<file path="src/rtl/logic_seq_pkg.sv">
// Shared definitions for the multi-cycle logic unit: opcode encoding and FSM states.
package logic_seq_pkg;

  // Logic opcodes as presented on the op input.
  localparam logic [1:0] OP_AND = 2'b00;
  localparam logic [1:0] OP_OR  = 2'b01;
  localparam logic [1:0] OP_XOR = 2'b10;
  localparam logic [1:0] OP_NOR = 2'b11;

  // Controller states.
  typedef enum logic [1:0] {
    IDLE = 2'b00,
    RUN  = 2'b01,
    DONE = 2'b10
  } state_e;

endpackage

</file>
<file path="src/rtl/logic_slice.sv">
// Combinational STEP-bit logic operation; applied to the low slice of the operand registers.
module logic_slice
  import logic_seq_pkg::*;
#(
  parameter int unsigned STEP = 1
) (
  input  logic [STEP-1:0] a,
  input  logic [STEP-1:0] b,
  input  logic [1:0]      op,
  output logic [STEP-1:0] y
);

  // Per-bit operation selected by opcode; NOR is simply the inverse of OR.
  always_comb begin
    y = '0;
    unique case (op)
      OP_AND:  y = a & b;
      OP_OR:   y = a | b;
      OP_XOR:  y = a ^ b;
      OP_NOR:  y = ~(a | b);
      default: y = '0;
    endcase
  end

endmodule

</file>
<file path="src/rtl/logic_seq32.sv">
// Multi-cycle bitwise logic unit: processes STEP bits per cycle, LSB first, and publishes the
// result on S with a one-cycle done strobe.
// Optional feature: define LOGIC_ZERO_FLAG_EN to add a registered zero flag (S == 0).
module logic_seq32
  import logic_seq_pkg::*;
#(
  parameter int unsigned WIDTH = 32,
  parameter int unsigned STEP  = 1
) (
  input  logic             clk,
  input  logic             rst,
  input  logic             start,
  input  logic [1:0]       op,
  input  logic [WIDTH-1:0] A,
  input  logic [WIDTH-1:0] B,
  output logic             busy,
  output logic             done,
  output logic [WIDTH-1:0] S
`ifdef LOGIC_ZERO_FLAG_EN
  ,
  output logic             zero
`endif
);

  localparam int unsigned SLICES = WIDTH / STEP;
  // Keep the counter at least one bit wide for the degenerate single-slice case.
  localparam int unsigned CNTW = (SLICES > 1) ? $clog2(SLICES) : 1;
  localparam logic [CNTW-1:0] CNT_LAST = CNTW'(SLICES - 1);

  state_e           state_q, state_d;
  logic [WIDTH-1:0] a_q, a_d;
  logic [WIDTH-1:0] b_q, b_d;
  logic [1:0]       op_q, op_d;
  logic [WIDTH-1:0] part_q, part_d;
  logic [WIDTH-1:0] s_q, s_d;
  logic [CNTW-1:0]  cnt_q, cnt_d;
  logic             busy_q, busy_d;
  logic             done_q, done_d;
`ifdef LOGIC_ZERO_FLAG_EN
  logic             zero_q, zero_d;
`endif
  logic [STEP-1:0]  slice_res;

  logic_slice #(
    .STEP (STEP)
  ) u_slice (
    .a  (a_q[STEP-1:0]),
    .b  (b_q[STEP-1:0]),
    .op (op_q),
    .y  (slice_res)
  );

  // Next-state logic for the controller, datapath shift registers and output registers.
  always_comb begin
    state_d = state_q;
    a_d     = a_q;
    b_d     = b_q;
    op_d    = op_q;
    part_d  = part_q;
    s_d     = s_q;
    cnt_d   = cnt_q;
    busy_d  = 1'b0;
    done_d  = 1'b0;
`ifdef LOGIC_ZERO_FLAG_EN
    zero_d  = zero_q;
`endif

    unique case (state_q)
      IDLE: begin
        if (start) begin
          state_d = RUN;
          a_d     = A;
          b_d     = B;
          op_d    = op;
          part_d  = '0;
          cnt_d   = '0;
          busy_d  = 1'b1;
        end
      end

      RUN: begin
        // New slice enters at the MSB end so the first (lowest) slice ends up at bit 0.
        part_d                   = part_q >> STEP;
        part_d[WIDTH-1 -: STEP]  = slice_res;
        a_d                      = a_q >> STEP;
        b_d                      = b_q >> STEP;
        if (cnt_q == CNT_LAST) begin
          // Counter holds on the final slice; leaving RUN makes wrap impossible.
          state_d = DONE;
          busy_d  = 1'b0;
        end else begin
          cnt_d  = cnt_q + CNTW'(1);
          busy_d = 1'b1;
        end
      end

      DONE: begin
        // Whole result is published at once; S never shows a partial value.
        s_d     = part_q;
        done_d  = 1'b1;
        state_d = IDLE;
`ifdef LOGIC_ZERO_FLAG_EN
        zero_d  = (part_q == '0);
`endif
      end

      default: begin
        state_d = IDLE;
      end
    endcase
  end

  // State and output registers with synchronous reset; reset also discards any result in flight.
  always_ff @(posedge clk) begin
    if (rst) begin
      state_q <= IDLE;
      a_q     <= '0;
      b_q     <= '0;
      op_q    <= OP_AND;
      part_q  <= '0;
      s_q     <= '0;
      cnt_q   <= '0;
      busy_q  <= 1'b0;
      done_q  <= 1'b0;
`ifdef LOGIC_ZERO_FLAG_EN
      zero_q  <= 1'b1;
`endif
    end else begin
      state_q <= state_d;
      a_q     <= a_d;
      b_q     <= b_d;
      op_q    <= op_d;
      part_q  <= part_d;
      s_q     <= s_d;
      cnt_q   <= cnt_d;
      busy_q  <= busy_d;
      done_q  <= done_d;
`ifdef LOGIC_ZERO_FLAG_EN
      zero_q  <= zero_d;
`endif
    end
  end

  assign busy = busy_q;
  assign done = done_q;
  assign S    = s_q;
`ifdef LOGIC_ZERO_FLAG_EN
  assign zero = zero_q;
`endif

endmodule

</file>
<file path="config.mk">
export PLATFORM = sky130hd
export DESIGN_NAME = logic_seq32
export DESIGN_NICKNAME = d
export VERILOG_FILES = /design/src/rtl/logic_seq_pkg.sv /design/src/rtl/logic_slice.sv /design/src/rtl/logic_seq32.sv
export SDC_FILE = /design/constraint.sdc
export NUM_CORES = 1
export LEC_CHECK = 0
export CAP_MARGIN = 20
export CORE_UTILIZATION = 30
export DETAILED_ROUTE_END_ITERATION = 8
export GPL_TIMING_DRIVEN = 0
export REMOVE_ABC_BUFFERS = 1
export SKIP_CTS_REPAIR_TIMING = 1
export SLEW_MARGIN = 10
export SYNTH_ARGS = -nofsm -noshare
export SYNTH_HDL_FRONTEND = slang
export SYNTH_SLANG_ARGS = --single-unit
</file>
<file path="constraint.sdc">
create_clock -name clk -period 1.8 [get_ports clk]
set_clock_uncertainty 0.1 [all_clocks]
set_input_delay 0.18 -clock clk [delete_from_list [all_inputs] [get_ports clk]]
set_output_delay 0.18 -clock clk [all_outputs]
set_load 0.005 [all_outputs]
</file>
==> qor.yml <==
clock_latency_ps: 420
maxSlewViolCount: 0
intPower_uw: 5850
arrival_ps: 2030
synth_top_area_cell: "dfxtp_1"
dieArea_mm2: 0.0184
path_clk_slew_ps: 60
p_leak_uw: 0.00278
whs_ps: 174
grt_max_degree: 64
seqPwrFrac_pct: 43.2
yosysMostFrequentCell: "dfxtp_1"
rr_worst_depth: 6
violations: "setup timing"
rsz0062_at_grt: "yes"
vias: 4567
layout.nets: 780
via_per_inst: 4.84
yosysTopAreaCellShare_pct: 52.0
cts_buffer_depth: 2
crit_path_end_kind: "register"
setup_slack_ps: -22.8
dp_slack_ps: -560
h-tree-depth: 4
antenna_found_initial: 0
min_path_cells: 2
drt_first_pass_iters: 4
ys_warn_count: 0
power_density_mw_per_mm2: 1040
dpl.hpwl_mm: 7.92
ys_seq_area_share_pct: 52.0
cp-start-kind: "register"
outcome: "finished, violations left"
crit_chain: "ha_2, and3_4, ha_4, nand2b_4, a211oi_4, mux2_4"
cp.required_ps: 2010
ant_nets: 0
cp_top_family: "adder cells"
ys_top_cells_by_area: "dfxtp_1 (52%), nand2_1 (9.2%), a21oi_1 (9.0%)"
maxCapViolCount: 0
critPathBufInv: 0
root_buffer: "clkbuf_16"
rows: 48
crit_slowest_cell: "dfxtp_2"
pwr-share-comb_pct: 10.4
p_sw_uw: 1810
relSlewSlack_pct: 52.9
grtUsageMet2_pct: 21.7
busiest_layer: "met2"
antenna_cells: 0
post-route-min-period_ps: 1820
fp.dieH_um: 136
finalHoldViolations: 0
min_to: "done"
drc_errors: 0
overflow: 0
gp_congestion: 0.711
p_clk_share_pct: 46.4
r2r_start: "cnt_q[0]"
clock-sinks: 139
hp-start: "rst"
cts_tree: "yes"
grt_pass1_wl_mm: 20.5
r2r_slack_ps: -20
ys_ff_latch: 139
met1_usage_pct: 18.3
drt_iter0_drc: 214
fin_crit_sh_pct: 101
numCtsBuffers: 17
synth.distinct_cells: 35
core_area_mm2: 0.0174
grt_use_total_pct: 14.3
wl_per_cell_um: 14.2
ir_worst_vdd_mv: 0.643
syn_avg_cell_area_um2: 8.58
synth_edf_count: 0
setup_viol: 1
synth_commonest_cells: "dfxtp_1 (139), nand2_1 (131), a21oi_1 (96)"
ios: 103
ys_async_sr_fraction_pct: 0
die_w_um: 136
worstSetupPathType: "register to register"
grt_use_met3_pct: 4.38
tightestPinTransition_ps: 703
slowest_delay_ps: 330
port_buffers: 102
max_freq_mhz: 549
start_util_pct: 30.9
min_path_type: "input pin to register"
synthCells: 624
synth_ff_type: "dfxtp_1"
worstReg2RegEnd: "cnt_q[3]"
sw_frac_of_total_pct: 23.6
path_max_fanout: 4
grt_pass1_vias: 4155
layout-drive-gt1-share_pct: 9.74
area_delta_synth_final_pct: 38.1
postRouteWirelength_mm: 13.4
fill_cells: 1725
synth_area_mm2: 0.00536
[worst reg2reg max path: stages (launching register included)]
cell and delay (ps):
dfxtp_2 330, ha_2 180, and3_4 180, ha_4 170, nand2b_4 150, a211oi_4 270, mux2_4 320
[power groups by stage]
stage	registers, uW	logic, uW	clock network (uW)
global route	3330	890	3760
floorplan	3350	400	0
CTS	3300	766	3650
finish	3310	799	3560
global placement	3370	730	0
detailed placement	3370	762	0
[final cells by class]
| type | count | area (um2) | area share (%) |
|---|---|---|---|
| Inverter | 2 | 7.51 | 0.102 |
| Sequential cell | 139 | 2790 | 37.7 |
| Clock inverter | 10 | 143 | 1.93 |
| Clock buffer | 21 | 460 | 6.23 |
| Multi-Input combinational cell | 430 | 2410 | 32.6 |
| Timing Repair Buffer | 117 | 1300 | 17.6 |
| Tap cell | 225 | 282 | 3.81 |
[how the worst max path moves through the flow]
stage	startpoint	to	slack, ps	depth (start not counted)
after floorplan	state_q[0]	a_q[0]	-1400	3
after global placement	rst	part_q[31]	-3810	3
after detailed placement	state_q[0]	part_q[31]	-560	3
after CTS	state_q[0]	part_q[31]	-580	3
after global routing	cnt_q[0]	cnt_q[3]	-50	6
final	cnt_q[0]	cnt_q[3]	-20	6
[registers in the layout (all words and copies together) (netlist names)]
register  count
S            32
a_q          32
b_q          32
busy          1
cnt_q         5
done          1
op_q          2
part_q       32
state_q       2
[cell usage in the layout (no fill, tap or decap), types with 2 or more instances in the layout]
cell,instances
dfxtp_1,136
nand2_1,131
clkdlybuf4s50_1,101
a21oi_1,96
nor2_1,69
a211oi_1,59
a22o_1,31
clkbuf_16,17
buf_16,6
buf_4,5
clkinv_4,4
nand2b_4,3
nor2_4,3
nor3_1,3
nand2b_1,3
bufinv_16,3
buf_8,3
inv_1,2
nor2b_4,2
a221oi_1,2
nor3b_2,2
mux2i_1,2
or3b_2,2
a22oi_1,2
ha_1,2
clkbuf_8,2
clkbuf_1,2
clkinv_2,2
buf_12,2
dfxtp_4,2
[metrics by stage]
stage	cell area, um2	setup TNS, ps	util [%]	power (uW)	cells
after floorplan	5070	-115950	-	3750	568
after global placement	6380	-411920	36.7	4100	895
after detailed placement	6620	-28960	38.1	4130	904
final	7400	-22.8	42.6	7670	944
after CTS	7220	-29950	41.6	7720	935
after global routing	7400	-52.5	42.6	7980	944
[cell families (layout without fill, tap and decap cells)]
kind of cell               after synthesis  after routing  synth area share, %
AOI/OAI and AO/OA                      196            197                 23.9
xor gates and xnor gates                 1              1                0.164
adders and majority gates                4              4                0.934
buffers and inverters                   58            150                 5.40
DFF                                    139            139                 52.0
muxes                                    3              3                0.584
and+or+nand+nor                        223            225                 17.0
[layer usage]
layer	vias up	wire, um
li1	2325	-
met4	0	168
met3	15	795
met5	-	0
met2	99	6000
met1	2128	6450
Note: power is estimated with default switching activity, not from simulation.
